## config.mk

```make
export PLATFORM = sky130hd
export DESIGN_NAME = load_store_unit
export DESIGN_NICKNAME = d
export VERILOG_FILES = /design/src/rtl/load_store_unit.sv
export SDC_FILE = /design/constraint.sdc
export NUM_CORES = 1
export LEC_CHECK = 0
export ABC_AREA = 1
export CORE_MARGIN = 3
export CORE_UTILIZATION = 50
export DETAILED_ROUTE_END_ITERATION = 8
export PLACE_DENSITY = 0.88
export SYNTH_ARGS = -nofsm -noshare
export SYNTH_HDL_FRONTEND = slang
export SYNTH_SLANG_ARGS = --single-unit
export TNS_END_PERCENT = 1
```

## constraint.sdc

```tcl
create_clock -name i_Clock -period 2.68 [get_ports i_Clock]
set_input_delay 0.536 -clock i_Clock [delete_from_list [all_inputs] [get_ports i_Clock]]
set_output_delay 0.536 -clock i_Clock [all_outputs]
set_load 0.01 [all_outputs]
```

## src/rtl/load_store_unit.sv

```systemverilog
// load_store_unit: bridges the execute stage and memory_axi. Every memory access is a full,
// word-aligned word. Sub-word loads are extracted and extended here; byte and half-word
// stores are done as read-modify-write because the memory always writes all four lanes.
// Optional feature macro: LSU_MISALIGN_TRAP_EN (misaligned half/word accesses complete
// immediately with o_Misaligned set instead of being truncated to an aligned access).
// Load/store type encodings mirror the LS_TYPE_* values used by memory_axi.
module load_store_unit #(
   parameter int XLEN         = 32,
   parameter int LS_SEL_WIDTH = 3
) (
   input  logic                    i_Clock,
   input  logic                    i_Reset,
   input  logic                    i_Valid,
   input  logic [LS_SEL_WIDTH:0]   i_Load_Store_Type,
   input  logic [XLEN-1:0]         i_Addr,
   input  logic [XLEN-1:0]         i_Store_Data,
   output logic [XLEN-1:0]         o_Load_Data,
   output logic                    o_Done,
   output logic                    o_Busy,
`ifdef LSU_MISALIGN_TRAP_EN
   output logic                    o_Misaligned,
`endif
   output logic [LS_SEL_WIDTH:0]   o_Mem_Load_Store_Type,
   output logic                    o_Mem_Write_Enable,
   output logic [XLEN-1:0]         o_Mem_Addr,
   output logic [XLEN-1:0]         o_Mem_Data,
   input  logic [XLEN-1:0]         i_Mem_Data,
   input  logic                    i_Mem_Ready,
   input  logic                    i_Mem_Data_Valid
);

   localparam logic [LS_SEL_WIDTH:0] LS_TYPE_NONE = (LS_SEL_WIDTH+1)'(0);
   localparam logic [LS_SEL_WIDTH:0] LS_TYPE_LB   = (LS_SEL_WIDTH+1)'(1);
   localparam logic [LS_SEL_WIDTH:0] LS_TYPE_LH   = (LS_SEL_WIDTH+1)'(2);
   localparam logic [LS_SEL_WIDTH:0] LS_TYPE_LW   = (LS_SEL_WIDTH+1)'(3);
   localparam logic [LS_SEL_WIDTH:0] LS_TYPE_LBU  = (LS_SEL_WIDTH+1)'(4);
   localparam logic [LS_SEL_WIDTH:0] LS_TYPE_LHU  = (LS_SEL_WIDTH+1)'(5);
   localparam logic [LS_SEL_WIDTH:0] LS_TYPE_SB   = (LS_SEL_WIDTH+1)'(6);
   localparam logic [LS_SEL_WIDTH:0] LS_TYPE_SH   = (LS_SEL_WIDTH+1)'(7);
   localparam logic [LS_SEL_WIDTH:0] LS_TYPE_SW   = (LS_SEL_WIDTH+1)'(8);

   typedef enum logic [2:0] {
      S_IDLE,
      S_RD_REQ,
      S_RD_WAIT,
      S_WR_REQ,
      S_WR_WAIT,
      S_DONE
   } state_t;

   state_t                  r_State;
   logic [LS_SEL_WIDTH:0]   r_Type;
   logic [1:0]              r_Off;
   logic [XLEN-1:0]         r_Store_Data;
   logic [XLEN-1:0]         r_Load_Data;
   logic                    r_Done;
   logic                    r_Busy;
   logic [LS_SEL_WIDTH:0]   r_Mem_Type;
   logic                    r_Mem_WE;
   logic [XLEN-1:0]         r_Mem_Addr;
   logic [XLEN-1:0]         r_Mem_Data;
`ifdef LSU_MISALIGN_TRAP_EN
   logic                    r_Misaligned;
`endif

   logic                    w_In_Load;
   logic                    w_In_Store;
   logic                    w_Trap;
   logic [7:0]              w_Byte;
   logic [15:0]             w_Half;
   logic [XLEN-1:0]         w_Load_Ext;
   logic [XLEN-1:0]         w_Merge;

   // Classify the incoming request type.
   always_comb begin
      w_In_Load  = 1'b0;
      w_In_Store = 1'b0;
      case (i_Load_Store_Type)
         LS_TYPE_LB, LS_TYPE_LH, LS_TYPE_LW, LS_TYPE_LBU, LS_TYPE_LHU: w_In_Load  = 1'b1;
         LS_TYPE_SB, LS_TYPE_SH, LS_TYPE_SW:                           w_In_Store = 1'b1;
         default: ;
      endcase
   end

`ifdef LSU_MISALIGN_TRAP_EN
   // A half access on an odd byte or a word access off a word boundary is trapped.
   always_comb begin
      w_Trap = 1'b0;
      case (i_Load_Store_Type)
         LS_TYPE_LH, LS_TYPE_LHU, LS_TYPE_SH: w_Trap = i_Addr[0];
         LS_TYPE_LW, LS_TYPE_SW:              w_Trap = (i_Addr[1:0] != 2'b00);
         default: ;
      endcase
   end
`else
   assign w_Trap = 1'b0;
`endif

   // Sub-word lanes of the returned word; half select ignores off[0].
   assign w_Byte = i_Mem_Data[8*r_Off +: 8];
   assign w_Half = i_Mem_Data[16*r_Off[1] +: 16];

   // Extend the selected lane into the load result.
   always_comb begin
      w_Load_Ext = i_Mem_Data;
      case (r_Type)
         LS_TYPE_LB:  w_Load_Ext = {{(XLEN-8){w_Byte[7]}}, w_Byte};
         LS_TYPE_LBU: w_Load_Ext = {{(XLEN-8){1'b0}}, w_Byte};
         LS_TYPE_LH:  w_Load_Ext = {{(XLEN-16){w_Half[15]}}, w_Half};
         LS_TYPE_LHU: w_Load_Ext = {{(XLEN-16){1'b0}}, w_Half};
         default: ;
      endcase
   end

   // Merge the store lanes into the word read back from memory.
   always_comb begin
      w_Merge = i_Mem_Data;
      case (r_Type)
         LS_TYPE_SB: w_Merge[8*r_Off +: 8]       = r_Store_Data[7:0];
         LS_TYPE_SH: w_Merge[16*r_Off[1] +: 16]  = r_Store_Data[15:0];
         default:    w_Merge                     = r_Store_Data;
      endcase
   end

   // Transaction FSM; every output is registered and updated on the transition into a state.
   always_ff @(posedge i_Clock) begin
      if (i_Reset) begin
         r_State      <= S_IDLE;
         r_Type       <= LS_TYPE_NONE;
         r_Off        <= 2'b00;
         r_Store_Data <= '0;
         r_Load_Data  <= '0;
         r_Done       <= 1'b0;
         r_Busy       <= 1'b0;
         r_Mem_Type   <= LS_TYPE_NONE;
         r_Mem_WE     <= 1'b0;
         r_Mem_Addr   <= '0;
         r_Mem_Data   <= '0;
`ifdef LSU_MISALIGN_TRAP_EN
         r_Misaligned <= 1'b0;
`endif
      end else begin
         case (r_State)
            S_IDLE: begin
               if (i_Valid && (w_In_Load || w_In_Store)) begin
                  r_Type       <= i_Load_Store_Type;
                  r_Off        <= i_Addr[1:0];
                  r_Store_Data <= i_Store_Data;
                  if (w_Trap) begin
                     r_State     <= S_DONE;
                     r_Done      <= 1'b1;
                     r_Load_Data <= '0;
`ifdef LSU_MISALIGN_TRAP_EN
                     r_Misaligned <= 1'b1;
`endif
                  end else if (i_Load_Store_Type == LS_TYPE_SW) begin
                     r_State    <= S_WR_REQ;
                     r_Busy     <= 1'b1;
                     r_Mem_Type <= LS_TYPE_SW;
                     r_Mem_WE   <= 1'b1;
                     r_Mem_Addr <= {i_Addr[XLEN-1:2], 2'b00};
                     r_Mem_Data <= i_Store_Data;
                  end else begin
                     // Loads and sub-word stores both start with a full-word read.
                     r_State    <= S_RD_REQ;
                     r_Busy     <= 1'b1;
                     r_Mem_Type <= LS_TYPE_LW;
                     r_Mem_WE   <= 1'b0;
                     r_Mem_Addr <= {i_Addr[XLEN-1:2], 2'b00};
                  end
               end
            end
            S_RD_REQ: begin
               if (i_Mem_Ready) begin
                  r_State <= S_RD_WAIT;
               end
            end
            S_RD_WAIT: begin
               if (i_Mem_Data_Valid) begin
                  if ((r_Type == LS_TYPE_SB) || (r_Type == LS_TYPE_SH)) begin
                     r_State    <= S_WR_REQ;
                     r_Mem_Type <= LS_TYPE_SW;
                     r_Mem_WE   <= 1'b1;
                     r_Mem_Data <= w_Merge;
                  end else begin
                     r_State     <= S_DONE;
                     r_Load_Data <= w_Load_Ext;
                     r_Done      <= 1'b1;
                     r_Busy      <= 1'b0;
                     r_Mem_Type  <= LS_TYPE_NONE;
                  end
               end
            end
            S_WR_REQ: begin
               if (i_Mem_Ready) begin
                  r_State  <= S_WR_WAIT;
                  r_Mem_WE <= 1'b0;
               end
            end
            S_WR_WAIT: begin
               // Ready returning high means the memory has finished the write.
               if (i_Mem_Ready) begin
                  r_State    <= S_DONE;
                  r_Done     <= 1'b1;
                  r_Busy     <= 1'b0;
                  r_Mem_Type <= LS_TYPE_NONE;
               end
            end
            S_DONE: begin
               r_State <= S_IDLE;
               r_Done  <= 1'b0;
`ifdef LSU_MISALIGN_TRAP_EN
               r_Misaligned <= 1'b0;
`endif
            end
            default: begin
               r_State <= S_IDLE;
            end
         endcase
      end
   end

   assign o_Load_Data           = r_Load_Data;
   assign o_Done                = r_Done;
   assign o_Busy                = r_Busy;
   assign o_Mem_Load_Store_Type = r_Mem_Type;
   assign o_Mem_Write_Enable    = r_Mem_WE;
   assign o_Mem_Addr            = r_Mem_Addr;
   assign o_Mem_Data            = r_Mem_Data;
`ifdef LSU_MISALIGN_TRAP_EN
   assign o_Misaligned          = r_Misaligned;
`endif

endmodule

```

After elaboration in Yosys (flattened, before gate mapping)
Index checks and enable logic that the tools add are counted.
Storage, ports and cells
  ROM bits: 0
  register bits: 142
  memories: 0
  bits in writable memories: 0
  latch bits: 0
Cells by class
  shift operators: 6
  equality and inequality tests: 27
  multiplexer cells: 39
  bitwise logic cells: 1
  div/mod/pow operators: 0
  multipliers: 0
  $lt $le $gt $ge: 0
  add/sub/neg operators: 2
  reduce and logical (&&, ||, !) cells: 18
Operators with widths (number)
  $mux 32: 4
  $pmux 32 s2: 2
  $pmux 32 s4: 1
  $neg 5->34: 2
  $bwmux 32: 2
  $shift 16x34->32 const A: 1
  $shift 8x34->32 const A: 1
  $shiftx 16x34->32: 1
  $shiftx 8x34->32: 1
  $eq 4x3->1 const B: 8
  $shiftx 32x6->16: 1
  $shiftx 32x6->8: 1
  $mux 4: 5
  $reduce_and 5->1: 4
  $mux 3: 6
  $ne 2x2->1 const B: 8
  $pmux 3 s5: 1
  $mux 1: 13
  $eq 4x2->1 const B: 3
  $pmux 4 s3: 1
  $pmux 1 s3: 3
  $reduce_bool 3->1: 3
  $eq 4x1->1 const B: 2
  $reduce_and 4->1: 2
  other kinds (14): 17

Depth between registers and ports, before layout
  depth after elaboration: 7
  depth in mapped cells: 15
  mapped depth without buffers: 11

Worst setup path after synthesis
OpenSTA, ideal clock, no wires.
  path kind: register to register
  start: reg r_Off[1]
  end: reg r_Mem_Data[1], in the netlist o_Mem_Data[1]
  data arrival time: 2.102 ns
  cell stages (with the launch flop): 14
  clock period less this slack: 2.215 ns
  path slack: 0.465 ns
  buffers on the path: 4
  setup time: 0.114 ns
  cell sequence: dfxtp_1 buf_2 inv_1 buf_2 buf_2 ha_1 buf_2 clkinv_1 nand2_1 o21ai_0 nand2_1 nand4_1 a21oi_1 nor2_1
On the way
  longest elaborated chain between the ends: 7
RTL lines
  start, declared: RTL line 53  | logic [1:0] r_Off;
  start signal, assigned: RTL line 147  | r_Off <= i_Addr[1:0];
  $neg 5->34 (on tied branches): RTL line 120, 119
  $shiftx 16x34->32, or another cell as far along: RTL line 120  | LS_TYPE_SH: w_Merge[16*r_Off[1] +: 16] = r_Store_Data[15:0];
  $bwmux 32 (on tied branches): RTL line 120, 119
  $pmux 32 s2 *: RTL line 118  | case (r_Type)
  $mux 32 *: RTL line 180  | if ((r_Type == LS_TYPE_SB) || (r_Type == LS_TYPE_SH)) begin
  $mux 32 *: RTL line 179  | if (i_Mem_Data_Valid) begin
  $pmux 32 s2 *: RTL line 143  | case (r_State)
  end signal, assigned: RTL line 162  | r_Mem_Data <= i_Store_Data;
  end signal, assigned: RTL line 184  | r_Mem_Data <= w_Merge;
  end, declared: RTL line 61  | logic [XLEN-1:0] r_Mem_Data;
Mark *: on every way between the ends. The rest lies on a longest branch, timed or not. The select of a mux whose other input is x is not followed.
A chain may end at the register's enable or synchronous reset.

Final worst setup path
  start: reg r_Off[0]
  end: reg r_Mem_Data[3], in the netlist o_Mem_Data[3]
On the way
  longest elaborated chain between the ends: 7
RTL lines
  $neg 5->34 *: RTL line 119  | LS_TYPE_SB: w_Merge[8*r_Off +: 8] = r_Store_Data[7:0];
  $shiftx 8x34->32 or $shift 8x34->32 (tied branches): RTL line 119
  $bwmux 32 *: RTL line 119
  $pmux 32 s2 *: RTL line 118
  $mux 32 *: RTL line 180
  $mux 32 *: RTL line 179
  $pmux 32 s2 *: RTL line 143
Marked as above.

==> results.toml <==
[sta]
tightest_slew_ns = 0.8236
rsz0062_at_grt = "false"
fmax_mhz = 408.8
finClkSkew_ns = 0.009793
relSlewSlack_pct = 44.89
fin_crit_ns = 2.446
whs_ns = 0.4420
setup_viol = 0
maxSlewViolCount = 0
tns_ns = 0
hold_viol_final = 0
post-route-period-util_pct = 91.28

[floorplanning]
ioPinCount = 208
start_util_pct = 51.48
core_area_mm2 = 0.01600
die_area_mm2 = 0.01805
die_h_um = 134.4
die_width_um = 134.4
rows = 46

[cells_and_area]
finalInstanceArea_mm2 = 0.01105
final_layout_size_suffix_gt1_share_pct = 7.041
final_util_pct = 69.04
n_antenna_cell = 0
fillers = 1415
multi_input_area_mm2 = 0.004573
seq_area_mm2 = 0.002804
nNetsFinal = 1646
syn2layout_area_growth_pct = 34.12

[clock_tree]
numCtsBuffers = 17
postCtsSetupRepairBufs = 0
clock-sinks = 140
clock_latency_ns = 0.43
htreeDepth = 4
cts-hold-fix-buffers = 0
root_buffer = "clkbuf_16"
cts.reportedPaths.clkPinSlew_ns = 0.06
cts_tree = "built"
post_cts_resized = 0
clockBufferDepth = 2

[placement]
portBuffers = 204
hpwl_um = 19590
gp_congestion = 0.9921
placed_cell_area_mm2 = 0.01039

[detailed_routing]
dr.pass1.iters = 6
postRouteAntennaNets = 0
dr.first_iter.drc_count = 1072
drt-total-wl_um = 27240
drc = 0
via_count = 9502
routed_via_density = 5.387
avgRoutedWirePerCell_um = 15.44

[pwr]
ir_drop_uv = 555.8
p_sw_share_pct = 37.00
power_per_cell_area_mw_per_mm2 = 815.4
power_mw = 9.007
p_sw_mw = 3.332
p_clk_share_pct = 29.8
seqPwrFrac_pct = 30.7
p_leak_nw = 4.635
p_comb_share_pct = 39.5
internal-power_mw = 5.675

[synth]
synthXorXnorAreaFrac_pct = 0
synthAdderAreaFrac_pct = 0.7595
synth_seq_area_share_pct = 34.03
synth_edf_count = 0
yosys_register_bits = 140
synth_area_mm2 = 0.008237
synthArstFlopShare_pct = 0
yosys.area_share.simple_pct = 36.08
synth_compound_area_share_pct = 18.44
synthMuxAreaShare_pct = 0
syn_area_per_cell_um2 = 5.995
synthFlopType = "dfxtp_1"
syn_inst = 1374
synth_top_family_by_area = "simple AND/OR/NAND/NOR gates"
ys_warn_count = 0
synth.distinct_cells = 34

[global_route]
grt_pass1_vias = 8515
grt_max_degree = 121
antenna_found_initial = 0
grt_pass1_wl_um = 42660
gr-total-overflow = 0
grt_use_total_pct = 29.32

[job]
max_cap_viol_count = 0

[critical_path]
crit_cells = 9
crit_path_end_kind = "register"
crit_family = "simple AND/OR/NAND/NOR gates"
arrival_ns = 2.77
required_ns = 3.00
cpMostUsedCell = "nand2_1"
slowest_delay_ns = 0.49
start_kind = "register"
worst-setup-path-type = "register to register"
crit_fanout = 10
path_buf_inv = 2
path_cells = "inv_1 -> ha_1 -> clkinv_1 -> nand2_1 -> o21ai_0 -> nand2_1 -> nand4_1 -> a21oi_1 -> nor2_1"
r2r_cells = 9
crit_slowest_cell = "dfxtp_1"

[min_path]
hold_class = "register to register"
hold_depth = 2

[outcome]
status = "completed"
[sequential cells by signal, indices dropped and copies added, names as in the netlist]
register	flops
r_Off	2
r_Type	4
o_Mem_Data	32
r_Store_Data	32
o_Mem_Write_Enable	1
o_Load_Data	32
o_Done	1
r_State	3
o_Mem_Addr	30
o_Mem_Load_Store_Type	2
o_Busy	1
[kinds of logic after synthesis]
logic type               after synthesis
adder cells (fa/ha/maj)                5
flip-flops                           140
other                                  1
buffers and inverters                215
AND/OR/NAND/NOR                      719
AO/OA/AOI/OAI                        294
[per-layer routing]
layer	vias to the layer above	global-route usage, %	part of all wire [%]
li1	4654	-	-
met1	4235	35.74	38
met2	517	47.04	45
met3	96	8.890	12
met4	0	14.71	5.1
met5	-	0	0
[cells in the final DEF, fill, tap and decap left out, drive strengths merged, types with 3 or more instances in the layout]
cell           synthesis  layout
conb                   1       3
o211ai                 3       3
o21ai                165     165
inv                  128     128
nand4                 24      24
nor2                 266     266
nand2                356     356
dfxtp                140     140
clkdlybuf4s50          0     204
clkbuf                46      25
ha                     5       5
nand3                 37      37
bufinv                 0       5
a21oi                109     109
nor3                   4       4
buf                   40      23
or2                   31      31
a21boi                15      15
[Yosys cell counts, drive strengths merged (3+ instances only)]
cell	count	area, um2
inv	128	483.0
dfxtp	140	2803
nand4	24	156.4
nor2	266	1026
nand3	37	200.2
a21oi	109	545.5
a21boi	15	112.6
buf	40	215.2
clkbuf	46	175.2
o21ai	165	825.8
nand2	356	1359
nor3	4	30.03
ha	5	62.56
or2	31	193.9
o211ai	3	22.52
[through the flow]
| step | std cells | worst slack (ns) |
|---|---|---|
| floorplan | 1376 | 0.4646 |
| finish | 1764 | 0.2338 |
| global route | 1764 | 0.1319 |
| detailed placement | 1733 | 0.2343 |
| CTS | 1764 | 0.3264 |
| global placement | 1733 | 0.3275 |
[final cells by class]
cell class / count / area share (%)
sequential: 140 / 25.38
tap: 216 / 2.446
clock inverter: 6 / 1.404
clock buffer: 25 / 4.576
timing repair buffer: 227 / 20.39
multi-input combinational: 1021 / 41.40
inverter: 129 / 4.406
[final timing paths]
path | from | to | slack (ns)
min | o_Mem_Addr[24] | o_Mem_Addr[24] | 0.44
min reg2reg | o_Mem_Addr[24] | o_Mem_Addr[24] | 0.44
max reg2reg | r_Off[0] | o_Mem_Data[3] | 0.23
max | r_Off[0] | o_Mem_Data[3] | 0.23
[power groups by stage]
stage          sequential, mW  combinational (mW)  clock (mW)
2_1_floorplan            2.86                2.15           0
3_3_place_gp             2.79                3.43           0
3_5_place_dp             2.80                3.49           0
4_1_cts                  2.76                3.52        2.70
5_1_grt                  2.81                3.94        2.78
6_report                 2.77                3.56        2.68
[worst register-to-register path, stage by stage (launching register included)]
cell	delay [ns]
dfxtp_1	0.49
inv_1	0.11
ha_1	0.47
clkinv_1	0.33
nand2_1	0.36
o21ai_0	0.13
nand2_1	0.10
nand4_1	0.12
a21oi_1	0.17
nor2_1	0.05
No activity file was read; power rests on OpenSTA's default activity.
